[src/rtl/router_psum_pkg.sv]
// Shared types for the psum router: FSM state encoding and the psum word type.
package router_psum_pkg;

    localparam int PSUM_W = 16;

    typedef logic [PSUM_W-1:0] psum_t;

    typedef enum logic [2:0] {
        IDLE  = 3'd0,
        READ  = 3'd1,
        WAIT  = 3'd2,
        WRITE = 3'd3,
        DONE  = 3'd4
    } state_e;

endpackage

[src/rtl/router_psum_if.sv]
// Bundle between PE cluster, psum router and psum GLB bank.
// The slave modport is the router's view; master is the surrounding system.
interface router_psum_if #(
    parameter int DATA_BITWIDTH     = 16,
    parameter int ADDR_BITWIDTH_GLB = 10,
    parameter int X_dim             = 3
);
    logic [X_dim-1:0][DATA_BITWIDTH-1:0] pe_out;
    logic                                compute_done;
    logic                                accum_first;

    logic                                write_en_glb_psum;
    logic [ADDR_BITWIDTH_GLB-1:0]        w_addr_glb_psum;
    logic [DATA_BITWIDTH-1:0]            w_data_glb_psum;
    logic                                read_req_glb_psum;
    logic [ADDR_BITWIDTH_GLB-1:0]        r_addr_glb_psum;
    logic [DATA_BITWIDTH-1:0]            r_data_glb_psum;

    logic                                busy;
    logic                                write_done;
    logic                                drop_err;

    modport master (
        output pe_out, compute_done, accum_first, r_data_glb_psum,
        input  write_en_glb_psum, w_addr_glb_psum, w_data_glb_psum,
        input  read_req_glb_psum, r_addr_glb_psum,
        input  busy, write_done, drop_err
    );

    modport slave (
        input  pe_out, compute_done, accum_first, r_data_glb_psum,
        output write_en_glb_psum, w_addr_glb_psum, w_data_glb_psum,
        output read_req_glb_psum, r_addr_glb_psum,
        output busy, write_done, drop_err
    );
endinterface

[src/rtl/psum_capture_buf.sv]
// Column buffer: all X_dim psums are loaded together on capture and read back
// one column at a time while the router walks the row.
module psum_capture_buf #(
    parameter int DATA_BITWIDTH = 16,
    parameter int X_dim         = 3,
    parameter int IDX_W         = 2
) (
    input  logic                                clk,
    input  logic                                reset,
    input  logic                                load,
    input  logic [X_dim-1:0][DATA_BITWIDTH-1:0] din,
    input  logic [IDX_W-1:0]                    rd_idx,
    output logic [DATA_BITWIDTH-1:0]            rd_data
);

    logic [X_dim-1:0][DATA_BITWIDTH-1:0] entries;

    for (genvar gi = 0; gi < X_dim; gi++) begin : g_entry
        logic [DATA_BITWIDTH-1:0] entry_reg;

        always_ff @(posedge clk or posedge reset) begin
            if (reset) begin
                entry_reg <= '0;
            end else if (load) begin
                entry_reg <= din[gi];
            end
        end

        assign entries[gi] = entry_reg;
    end

    assign rd_data = entries[rd_idx];

endmodule

[src/rtl/router_psum.sv]
// Writes one row of PE column psums into the psum GLB per compute iteration.
// Define ROUTER_PSUM_ACCUM_EN to compile in read-modify-write accumulation.
module router_psum
    import router_psum_pkg::*;
#(
    parameter int DATA_BITWIDTH     = 16,
    parameter int ADDR_BITWIDTH_GLB = 10,
    parameter int X_dim             = 3,
    parameter int NUM_ITER          = 3,
    parameter int PSUM_LOAD_ADDR    = 0
) (
    input  logic          clk,
    input  logic          reset,
    router_psum_if.slave  bus
);

    localparam int COL_W  = (X_dim > 1)    ? $clog2(X_dim)    : 1;
    localparam int ITER_W = (NUM_ITER > 1) ? $clog2(NUM_ITER) : 1;

    localparam logic [2:0] ST_IDLE  = IDLE;
    localparam logic [2:0] ST_WRITE = WRITE;
    localparam logic [2:0] ST_DONE  = DONE;
`ifdef ROUTER_PSUM_ACCUM_EN
    localparam logic [2:0] ST_READ  = READ;
    localparam logic [2:0] ST_WAIT  = WAIT;
    localparam logic [2:0] ST_FIRST = READ;
`else
    localparam logic [2:0] ST_FIRST = WRITE;
`endif

    logic [2:0]                   state_reg, state_next;
    logic [COL_W-1:0]             col_reg, col_next;
    logic [ITER_W-1:0]            iter_reg, iter_next;
    logic                         cd_prev_reg;
    logic                         drop_err_reg;
    logic                         cd_rise;
    logic                         load;
    logic                         last_col;
    logic                         last_iter;
    logic [DATA_BITWIDTH-1:0]     buf_data;
    logic [ADDR_BITWIDTH_GLB-1:0] col_addr;

    assign cd_rise   = bus.compute_done & ~cd_prev_reg;
    assign load      = cd_rise && (state_reg == ST_IDLE);
    assign last_col  = (col_reg == COL_W'(X_dim - 1));
    assign last_iter = (iter_reg == ITER_W'(NUM_ITER - 1));

    // Modular address arithmetic gives the required truncation for free.
    assign col_addr = ADDR_BITWIDTH_GLB'(PSUM_LOAD_ADDR)
                    + ADDR_BITWIDTH_GLB'(iter_reg) * ADDR_BITWIDTH_GLB'(X_dim)
                    + ADDR_BITWIDTH_GLB'(col_reg);

    psum_capture_buf #(
        .DATA_BITWIDTH (DATA_BITWIDTH),
        .X_dim         (X_dim),
        .IDX_W         (COL_W)
    ) u_capture_buf (
        .clk     (clk),
        .reset   (reset),
        .load    (load),
        .din     (bus.pe_out),
        .rd_idx  (col_reg),
        .rd_data (buf_data)
    );

    always_comb begin
        state_next = state_reg;
        col_next   = col_reg;
        iter_next  = iter_reg;
        case (state_reg)
            ST_IDLE: begin
                if (load) begin
                    state_next = ST_FIRST;
                    col_next   = '0;
                end
            end
`ifdef ROUTER_PSUM_ACCUM_EN
            ST_READ:  state_next = ST_WAIT;
            ST_WAIT:  state_next = ST_WRITE;
`endif
            ST_WRITE: begin
                if (last_col) begin
                    state_next = ST_DONE;
                end else begin
                    state_next = ST_FIRST;
                    col_next   = col_reg + 1'b1;
                end
            end
            ST_DONE: begin
                state_next = ST_IDLE;
                iter_next  = last_iter ? '0 : iter_reg + 1'b1;
            end
            default: state_next = ST_IDLE;
        endcase
    end

    always_ff @(posedge clk or posedge reset) begin
        if (reset) begin
            state_reg    <= ST_IDLE;
            col_reg      <= '0;
            iter_reg     <= '0;
            cd_prev_reg  <= 1'b0;
            drop_err_reg <= 1'b0;
        end else begin
            state_reg   <= state_next;
            col_reg     <= col_next;
            iter_reg    <= iter_next;
            cd_prev_reg <= bus.compute_done;
            // An edge arriving mid-sequence is lost; remember that it happened.
            if (cd_rise && (state_reg != ST_IDLE)) begin
                drop_err_reg <= 1'b1;
            end
        end
    end

    assign bus.write_en_glb_psum = (state_reg == ST_WRITE);
    assign bus.w_addr_glb_psum   = bus.write_en_glb_psum ? col_addr : '0;
    assign bus.busy              = (state_reg != ST_IDLE);
    assign bus.write_done        = (state_reg == ST_DONE);
    assign bus.drop_err          = drop_err_reg;

`ifdef ROUTER_PSUM_ACCUM_EN
    logic                     accum_first_reg;
    logic [DATA_BITWIDTH-1:0] sum_reg;

    always_ff @(posedge clk or posedge reset) begin
        if (reset) begin
            accum_first_reg <= 1'b0;
            sum_reg         <= '0;
        end else begin
            if (load) begin
                accum_first_reg <= bus.accum_first;
            end
            // GLB read data is valid in WAIT, one cycle after the request.
            if (state_reg == ST_WAIT) begin
                sum_reg <= bus.r_data_glb_psum + buf_data;
            end
        end
    end

    assign bus.read_req_glb_psum = (state_reg == ST_READ);
    assign bus.r_addr_glb_psum   = bus.read_req_glb_psum ? col_addr : '0;
    assign bus.w_data_glb_psum   = !bus.write_en_glb_psum ? '0
                                 : (accum_first_reg ? buf_data : sum_reg);
`else
    logic unused_accum_inputs;
    assign unused_accum_inputs   = ^{bus.accum_first, bus.r_data_glb_psum};

    assign bus.read_req_glb_psum = 1'b0;
    assign bus.r_addr_glb_psum   = '0;
    assign bus.w_data_glb_psum   = bus.write_en_glb_psum ? buf_data : '0;
`endif

endmodule

[src/flat_wrapper.sv]
// flat-port wrapper written by rule: the top's interface ports become plain ports
module router_psum_flat import router_psum_pkg::*;
#(
    parameter int DATA_BITWIDTH     = 16,
    parameter int ADDR_BITWIDTH_GLB = 10,
    parameter int X_dim             = 3,
    parameter int NUM_ITER          = 3,
    parameter int PSUM_LOAD_ADDR    = 0
)
  (clk, reset, bus_pe_out, bus_compute_done, bus_accum_first, bus_r_data_glb_psum, bus_write_en_glb_psum, bus_w_addr_glb_psum, bus_w_data_glb_psum, bus_read_req_glb_psum, bus_r_addr_glb_psum, bus_busy, bus_write_done, bus_drop_err);
  router_psum_if #(.DATA_BITWIDTH(DATA_BITWIDTH), .ADDR_BITWIDTH_GLB(ADDR_BITWIDTH_GLB), .X_dim(X_dim)) bus_i ();
  input  logic clk;
  input  logic reset;
  input wire logic [$bits(bus_i.pe_out)-1:0] bus_pe_out;
  input wire logic [$bits(bus_i.compute_done)-1:0] bus_compute_done;
  input wire logic [$bits(bus_i.accum_first)-1:0] bus_accum_first;
  input wire logic [$bits(bus_i.r_data_glb_psum)-1:0] bus_r_data_glb_psum;
  output wire logic [$bits(bus_i.write_en_glb_psum)-1:0] bus_write_en_glb_psum;
  output wire logic [$bits(bus_i.w_addr_glb_psum)-1:0] bus_w_addr_glb_psum;
  output wire logic [$bits(bus_i.w_data_glb_psum)-1:0] bus_w_data_glb_psum;
  output wire logic [$bits(bus_i.read_req_glb_psum)-1:0] bus_read_req_glb_psum;
  output wire logic [$bits(bus_i.r_addr_glb_psum)-1:0] bus_r_addr_glb_psum;
  output wire logic [$bits(bus_i.busy)-1:0] bus_busy;
  output wire logic [$bits(bus_i.write_done)-1:0] bus_write_done;
  output wire logic [$bits(bus_i.drop_err)-1:0] bus_drop_err;
  assign bus_i.pe_out = bus_pe_out;
  assign bus_i.compute_done = bus_compute_done;
  assign bus_i.accum_first = bus_accum_first;
  assign bus_i.r_data_glb_psum = bus_r_data_glb_psum;
  assign bus_write_en_glb_psum = bus_i.write_en_glb_psum;
  assign bus_w_addr_glb_psum = bus_i.w_addr_glb_psum;
  assign bus_w_data_glb_psum = bus_i.w_data_glb_psum;
  assign bus_read_req_glb_psum = bus_i.read_req_glb_psum;
  assign bus_r_addr_glb_psum = bus_i.r_addr_glb_psum;
  assign bus_busy = bus_i.busy;
  assign bus_write_done = bus_i.write_done;
  assign bus_drop_err = bus_i.drop_err;
  router_psum #(.DATA_BITWIDTH(DATA_BITWIDTH), .ADDR_BITWIDTH_GLB(ADDR_BITWIDTH_GLB), .X_dim(X_dim), .NUM_ITER(NUM_ITER), .PSUM_LOAD_ADDR(PSUM_LOAD_ADDR)) u_core (.clk(clk), .reset(reset), .bus(bus_i));
endmodule
[config.mk]
export PLATFORM = sky130hd
export DESIGN_NAME = router_psum_flat
export DESIGN_NICKNAME = d
export VERILOG_FILES = /design/src/rtl/router_psum_pkg.sv /design/src/rtl/router_psum_if.sv /design/src/rtl/psum_capture_buf.sv /design/src/rtl/router_psum.sv /design/src/flat_wrapper.sv
export SDC_FILE = /design/constraint.sdc
export NUM_CORES = 1
export LEC_CHECK = 0
export ABC_AREA = 1
export BUFFER_PORTS_ARGS = -buffer_cell sky130_fd_sc_hd__buf_2
export CAP_MARGIN = 15
export CELL_PAD_IN_SITES_DETAIL_PLACEMENT = 1
export CELL_PAD_IN_SITES_GLOBAL_PLACEMENT = 2
export CORE_ASPECT_RATIO = 1.2
export CORE_UTILIZATION = 30
export CTS_CLUSTER_DIAMETER = 50
export CTS_CLUSTER_SIZE = 10
export DETAILED_ROUTE_END_ITERATION = 8
export PLACE_DENSITY = 0.86
export SYNTH_ARGS = -nofsm -noshare
export SYNTH_HDL_FRONTEND = slang
export SYNTH_SLANG_ARGS = --single-unit
[constraint.sdc]
create_clock -name clk -period 3 [get_ports clk]
set_input_delay 0 -clock clk [delete_from_list [all_inputs] [get_ports clk]]
set_output_delay 0 -clock clk [all_outputs]
set_load 0.005 [all_outputs]
==> results of run 1 <==
layout make-up:
cell class	count	share of cell area [%]
Tap cell	126	3.86
Clock buffer	5	3.06
Sequential cell	56	34.3
Clock inverter	3	1.04
Multi-Input combinational cell	272	31.3
Timing Repair Buffer	127	21.8
Inverter	51	4.68
repair_timing:
action / 4_1_cts / 5_1_grt
gates resized for setup: 0 / 0
hold buffers: 49 / 0
hold endpoints to repair: 74 / 0
cell usage after synthesis (5+ instances only):
cell type	number
a21oi_1	8
a21oi_2	8
buf_2	5
buf_4	19
buf_6	12
dfrtp_1	56
ha_1	5
inv_1	47
nand2_1	151
nand3_1	65
nor2_1	5
through the flow:
step	total power, mW	instance area (µm²)
2_1_floorplan	2.53	3190
3_3_place_gp	2.90	3430
3_5_place_dp	2.98	3430
4_1_cts	3.72	4090
5_1_grt	4.02	4090
6_report	3.64	4090
how the worst min path moves through the flow:
stage	to
final	u_core.u_capture_buf.g_entry[0].entry_reg[0]
after global routing	u_core.u_capture_buf.g_entry[0].entry_reg[0]
after CTS	u_core.u_capture_buf.g_entry[0].entry_reg[0]
after detailed placement	u_core.u_capture_buf.g_entry[1].entry_reg[11]
after global placement	u_core.u_capture_buf.g_entry[1].entry_reg[11]
after floorplan	u_core.cd_prev_reg
per-layer routing:
metal	global-route usage, %	vias up	routed length, µm
met4	5.86	0	189
met5	0	-	0
met1	20.4	1376	3580
li1	-	1418	-
met3	2.20	10	268
met2	31.2	62	4500
cells by family after synthesis:
group | synth area share (%)
fa+ha+maj | 3.28
compound gates | 4.08
other cells | 0.120
buf+inv | 16.2
simple gates | 31.5
flops | 44.8
power by group:
group	leakage, nW	internal, mW	switching, mW
clock	0.0798	0.393	0.281
sequential	0.693	1.09	0.215
combinational	1.48	0.610	1.05
worst register-to-register path: stages, from the launching register on:
cell     delay [ns]
dfrtp_1        0.40
nor2_4         0.46
nand2_2        0.70
nand3_1        0.31
nand2_1        0.08
==> impl_metrics.ini, run 1 <==
[critical_path]
critPathTopFamily = adder cells
r2r_end = u_core.col_reg[1]
worstSetupPathType = register to primary output
reg2reg_slack_ns = 0.94
cp_num_cells = 8
reg2reg_from = u_core.cd_prev_reg
required_ns = 3.00
crit_path_max_incr_delay_ns = 0.48
end_kind = primary output
crit_end = bus_w_addr_glb_psum[2]
worst-endpoint-arrival_ns = 2.38
crit_slowest_cell = fa_1
cp_max_fo = 18
cp-start-kind = register
reg2reg_depth = 4
startpoint = u_core.col_reg[1]
critPathBufInv = 4
crit_path_cell_trace = inv_2 -> fa_1 -> inv_1 -> ha_1 -> fa_1 -> inv_1 -> nor2_1 -> buf_2

[hold_path]
hp-class = primary input to register
hp-start = bus_pe_out[0]
hold_depth = 3

[synth]
synth_edf_count = 0
synth_area_leaders = dfrtp_1, nand2_1, nand3_1
syn_area_um2 = 3130
syn_inst = 402
syn_area_per_cell_um2 = 7.77
ys_ff_latch = 56
synthFlopType = dfrtp_1
async_reset_ff_share_pct = 100
synth_largest_area_cell = dfrtp_1
yosysWarningCount = 0
synth_top_area_share_pct = 44.8
yosysSeqAreaShare_pct = 44.8
netlist-cell-type-count = 21

[floorplanning]
die_h_um = 114
core_um2 = 10100
start_util_pct = 31.1
die_w_um = 95.2
num_rows = 40
ioPinCount = 109
dieArea_um2 = 10800

[clock_tree]
htree_levels = 2
cts_made_buffers = 5
cts_tree = built
clock_sinks = 56
post_cts_buffers = 0
clockBufferDepth = 2
cts_root_buf = clkbuf_16
clkLatencyLatePin_ns = 0.30
clkTransAtPathRegs_ns = 0.07

[global_routing]
grt_overflow_total = 0
antenna_found_initial = 0
grt_pass1_wl_um = 14500
grt_max_degree = 52
grt.total_usage_pct = 17.2
grt_pass1_vias = 3052

[routing]
num_vias = 2866
drcViolationCount = 0
dr.pass1.iters = 4
routed_wl_um = 8540
detail-route-antenna-nets = 0
avgViaCountPerCell = 4.48
first_iter_violations = 118
wire_per_inst_um = 13.3

[layout]
fin_cells = 640
final_common_cell = nand2_1
nets = 588
fin_util_pct = 40.6
area_growth_pct = 30.8
final_cell_mix = nand2_1, buf_2, nand3_1
fillCellCount = 1262
multi_input_area_um2 = 1280
drive_above_1_share_pct = 20.4
regArea_um2 = 1400
largest_reg_flops = 48
diodes = 0

[sta]
hold_violations = 0
rsz0062_at_grt = no
drv_slew = 0
fin_ws_ns = 0.623
worst_slew_pin_slew_ns = 0.949
setup_tns_ns = 0
fin_crit_ns = 2.38
finalSetupViolations = 0
max_freq_ghz = 0.421
clock_skew_ns = 0.00470
fin_crit_sh_pct = 79.2
slew_headroom_pct = 36.5
holdWs_ns = 0.00169

[job]
max_cap_violations = 0

[placement]
portBuffers = 74
dp_hpwl_um = 5790
dp.cells = 583
dpl_worst_slack_ns = 0.889
gp_congestion = 0.731

[pwr]
pwr_density_cell_nw_per_um2 = 891
p_leak_nw = 2.25
ir_drop_v = 0.000388

[run_status]
status = finished clean
Note: power is estimated with default switching activity, not from simulation.
==> run 2: changes to the inputs <==
CORE_UTILIZATION = 25   (was 30)
PLACE_DENSITY = 0.77   (was 0.86)
clock period = 1.9 ns   (was 3 ns; I/O delays follow)
==> impl_metrics.ini, run 2 (synthesis gave the netlist of run 1 again) <==
[clock_tree]
cts_root_buf = clkbuf_16
cts_made_buffers = 5
clock_sinks = 56
clockBufferDepth = 2
htree_levels = 2
cts_tree = built
clkTransAtPathRegs_ns = 0.07
clkLatencyLatePin_ns = 0.29

[run_status]
failed_checks = hold timing, setup timing
status = finished, violations left

[sta]
holdWs_ns = -0.0117
fin_crit_ns = 2.19
finalSetupViolations = 2
fin_ws_ns = -0.294
max_freq_ghz = 0.456
drv_slew = 0
fin_crit_sh_pct = 115
clock_skew_ns = 0.00407
rsz0062_at_grt = yes
worst_slew_pin_slew_ns = 0.553
hold_violations = 1
slew_headroom_pct = 63.1

[floorplanning]
ioPinCount = 109
dieArea_um2 = 13000
die_h_um = 124
num_rows = 44
core_um2 = 12200
start_util_pct = 25.7
die_w_um = 104

[routing]
dr.pass1.iters = 4
avgViaCountPerCell = 4.28
routed_wl_um = 9550
detail-route-antenna-nets = 0
drcViolationCount = 0
first_iter_violations = 84
wire_per_inst_um = 13.9
num_vias = 2941

[hold_path]
hp-class = primary input to register

[global_routing]
grt_pass1_vias = 3188
grt_overflow_total = 0
grt_max_degree = 57
grt_pass1_wl_um = 15800
grt.total_usage_pct = 15.5
antenna_found_initial = 0

[critical_path]
cp_max_fo = 2
required_ns = 1.90
end_kind = primary output
crit_path_max_incr_delay_ns = 0.53
cp-start-kind = register
crit_slowest_cell = fa_1
crit_path_cell_trace = inv_2 -> fa_1 -> inv_1 -> ha_2 -> fa_1 -> inv_1 -> nor2_1 -> buf_2
worst-endpoint-arrival_ns = 2.19
worstSetupPathType = register to primary output

[layout]
largest_reg_flops = 48
nets = 600
multi_input_area_um2 = 1280
final_cell_mix = nand2_1, buf_2, nand3_1
area_growth_pct = 35.7
regArea_um2 = 1400
final_common_cell = nand2_1
fin_cells = 687
fillCellCount = 1505
final_cell_area_um2 = 4240
diodes = 0
drive_above_1_share_pct = 22.4

[placement]
gp_congestion = 0.734
portBuffers = 74
dp_hpwl_um = 6160
dp.cells = 624
placed_cell_area_um2 = 3540

[pwr]
p_leak_nw = 2.31
power.total_mw = 5.92
pwr_density_cell_nw_per_um2 = 1400
ir_drop_v = 0.000687

[job]
max_cap_violations = 0
-- run 2: timing repair --
| item | 4_1_cts | 5_1_grt |
|---|---|---|
| endpoints found under the hold margin | 104 | 0 |
| hold buffers | 49 | 0 |
| gates resized for setup | 2 | 3 |
| buffers inserted | 1 | 5 |
| setup endpoints to repair | 2 | 6 |
| pin swaps | 0 | 1 |
-- run 2: report_power, final --
group | switching, mW | internal [mW] | leakage [nW]
registers | 0.314 | 1.73 | 0.693
logic | 1.79 | 1.13 | 1.55
clock network | 0.433 | 0.529 | 0.0712
total | 2.53 | 3.39 | 2.31
-- run 2: layer usage --
layer	wire length [µm]	GRT usage [%]
met5	0	0
met4	119	3.87
met3	282	2.25
met2	5030	29.3
met1	4120	18.1
-- run 2: per-stage QoR --
step | utilization [%] | worst slack [ns] | TNS [ns]
after floorplan | - | 0.0193 | 0
after global placement | 29.1 | 0.0597 | 0
after detailed placement | 29.1 | -0.0101 | -0.0101
after CTS | 34.4 | -0.292 | -0.444
after global routing | 34.9 | -0.414 | -0.748
final | 34.9 | -0.294 | -0.447
-- run 2: area by class of cell --
cell class	count	share of cell area, %
Tap cell	161	4.75
Sequential cell	56	33.0
Clock buffer	8	3.45
Timing Repair Buffer	139	24.0
Inverter	51	4.57
Multi-Input combinational cell	272	30.2
-- run 2: worst paths after layout --
path | start | endpoint | slack, ns | depth (start not counted)
setup / recovery | u_core.iter_reg[0] | bus_w_addr_glb_psum[2] | -0.29 | 8
hold / removal | bus_pe_out[40] | u_core.u_capture_buf.g_entry[2].entry_reg[8] | -0.01 | 3
setup reg to reg | u_core.col_reg[0] | u_core.col_reg[1] | 0.32 | 7
hold reg to reg | u_core.bus.drop_err | u_core.bus.drop_err | 0.46 | 1
max in group asynchronous | reset | u_core.u_capture_buf.g_entry[2].entry_reg[7] | 1.32 | 4
min in group asynchronous | reset | u_core.u_capture_buf.g_entry[1].entry_reg[10] | 0.29 | 4
-- run 2: critical path, delay by kind of cell, from the launching register on --
family        cells  cell delay [ns]
flops             1             0.37
simple gates      1             0.08
buf+inv           4             0.26
fa+ha+maj         3             1.20
==> run 3: changes to the inputs <==
CORE_MARGIN = 1.5   (was unset)
PLACE_DENSITY = unset   (was 0.77)
PLACE_DENSITY_LB_ADDON = 0.1   (was unset)
==> impl_metrics.ini, run 3 (synthesis gave the netlist of run 1 again) <==
[sta]
worst_slew_pin_slew_ns = 0.598
fin_ws_ns = -0.255
holdWs_ns = -0.00115
hold_violations = 1
fin_crit_ns = 2.16
slew_headroom_pct = 60.1
rsz0062_at_grt = yes
clock_skew_ns = 0.00515
max_freq_ghz = 0.464
finalSetupViolations = 2
fin_crit_sh_pct = 113
drv_slew = 0

[floorplanning]
dieArea_um2 = 13200
ioPinCount = 109
die_w_um = 105
die_h_um = 125
core_um2 = 12200
start_util_pct = 25.7
num_rows = 44

[global_routing]
grt_pass1_wl_um = 16000
grt_overflow_total = 0
grt.total_usage_pct = 15.5
antenna_found_initial = 0
grt_max_degree = 42
grt_pass1_vias = 3187

[pwr]
ir_drop_v = 0.000520
pwr_density_cell_nw_per_um2 = 1390
p_leak_nw = 2.30

[clock_tree]
clockBufferDepth = 2
cts_tree = built
clkTransAtPathRegs_ns = 0.07
cts_root_buf = clkbuf_16
clkLatencyLatePin_ns = 0.30
cts_made_buffers = 5
clock_sinks = 56
htree_levels = 2

[critical_path]
worstSetupPathType = register to primary output
end_kind = primary output
required_ns = 1.90
cp-start-kind = register
worst-endpoint-arrival_ns = 2.16
startpoint = u_core.iter_reg[0]
cp_max_fo = 2
r2r_end = u_core.col_reg[1]
reg2reg_depth = 7
reg2reg_from = u_core.col_reg[0]
reg2reg_slack_ns = 0.32

[routing]
wire_per_inst_um = 13.9
avgViaCountPerCell = 4.22
drcViolationCount = 0
detail-route-antenna-nets = 0
first_iter_violations = 72
routed_wl_um = 9530
num_vias = 2885
dr.pass1.iters = 4

[job]
max_cap_violations = 0

[hold_path]
hp-class = primary input to register
hold_depth = 3
holdPathEnd = u_core.u_capture_buf.g_entry[1].entry_reg[15]
hp-start = bus_pe_out[31]

[layout]
final_common_cell = nand2_1
diodes = 0
drive_above_1_share_pct = 22.4
area_growth_pct = 35.4
nets = 598
largest_reg_flops = 48
final_cell_mix = nand2_1, buf_2, nand3_1
fin_util_pct = 34.8

[run_status]
status = finished, violations left
failed_checks = hold timing, setup timing

[placement]
dp_hpwl_um = 6590
gp_congestion = 0.675
portBuffers = 74
run 3: cell types whose count changed in the layout (fill, tap and decap cells not counted):
cell      change
buf_4         -2
inv_4         -1
inv_2         +1
clkbuf_1      -2
clkbuf_8      +1
run 3: how the worst max path moves through the flow:
stage	to	slack, ns	cells past startpoint
after detailed placement	bus_w_addr_glb_psum[2]	0.003	8
final	bus_w_addr_glb_psum[2]	-0.26	8
after global placement	bus_w_addr_glb_psum[2]	0.05	8
after CTS	bus_w_addr_glb_psum[2]	-0.28	8
after global routing	bus_w_addr_glb_psum[2]	-0.33	8
after floorplan	bus_w_addr_glb_psum[2]	0.02	8
run 3: repair_timing:
action | in CTS | in global routing
setup buffers | 1 | 1
hold buffers | 48 | 1
gates cloned | 0 | 0
endpoints found under the hold margin | 70 | 1
gates resized for setup | 3 | 0
setup endpoints to repair | 2 | 6
pin swaps | 0 | 1
run 3: critical path: stages (launching register included):
cell	delay, ns
dfrtp_1	0.36
inv_2	0.05
fa_1	0.53
inv_1	0.05
ha_2	0.17
fa_1	0.48
inv_1	0.04
nor2_1	0.06
buf_2	0.11
run 3: final cells by class:
class / instances / area [µm²]
inverters: 51 / 191
well taps: 161 / 201
flip-flops and latches: 56 / 1400
fillers: 1509 / 7940
multi-input cells: 272 / 1280
repair buffers: 137 / 1000
clock buffers: 7 / 153
run 3: report_power, final:
part / internal, mW / leakage (nW) / switching, mW / total (mW)
combinational: 1.10 / 1.53 / 1.76 / 2.86
clock: 0.555 / 0.0760 / 0.435 / 0.990
sequential: 1.73 / 0.693 / 0.318 / 2.05
total: 3.39 / 2.30 / 2.51 / 5.90
run 3: per-layer routing:
layer / routed length [µm] / share of wire [%] / GRT usage (%)
met4: 140 / 1.5 / 5.08
met2: 4990 / 52 / 28.8
met5: 0 / 0 / 0
met3: 238 / 2.5 / 1.88
met1: 4160 / 44 / 18.3
run 3: stage by stage:
stage / cell area [µm²] / setup slack [ns] / TNS, ns / cells / power (mW)
CTS: 4200 / -0.276 / -0.445 / 682 / 6.01
global route: 4230 / -0.326 / -0.597 / 684 / 6.51
floorplan: 3190 / 0.0193 / 0 / 418 / 4.01
global placement: 3560 / 0.0534 / 0 / 626 / 4.83
detailed placement: 3560 / 0.00263 / 0 / 626 / 4.90
finish: 4230 / -0.255 / -0.405 / 684 / 5.90
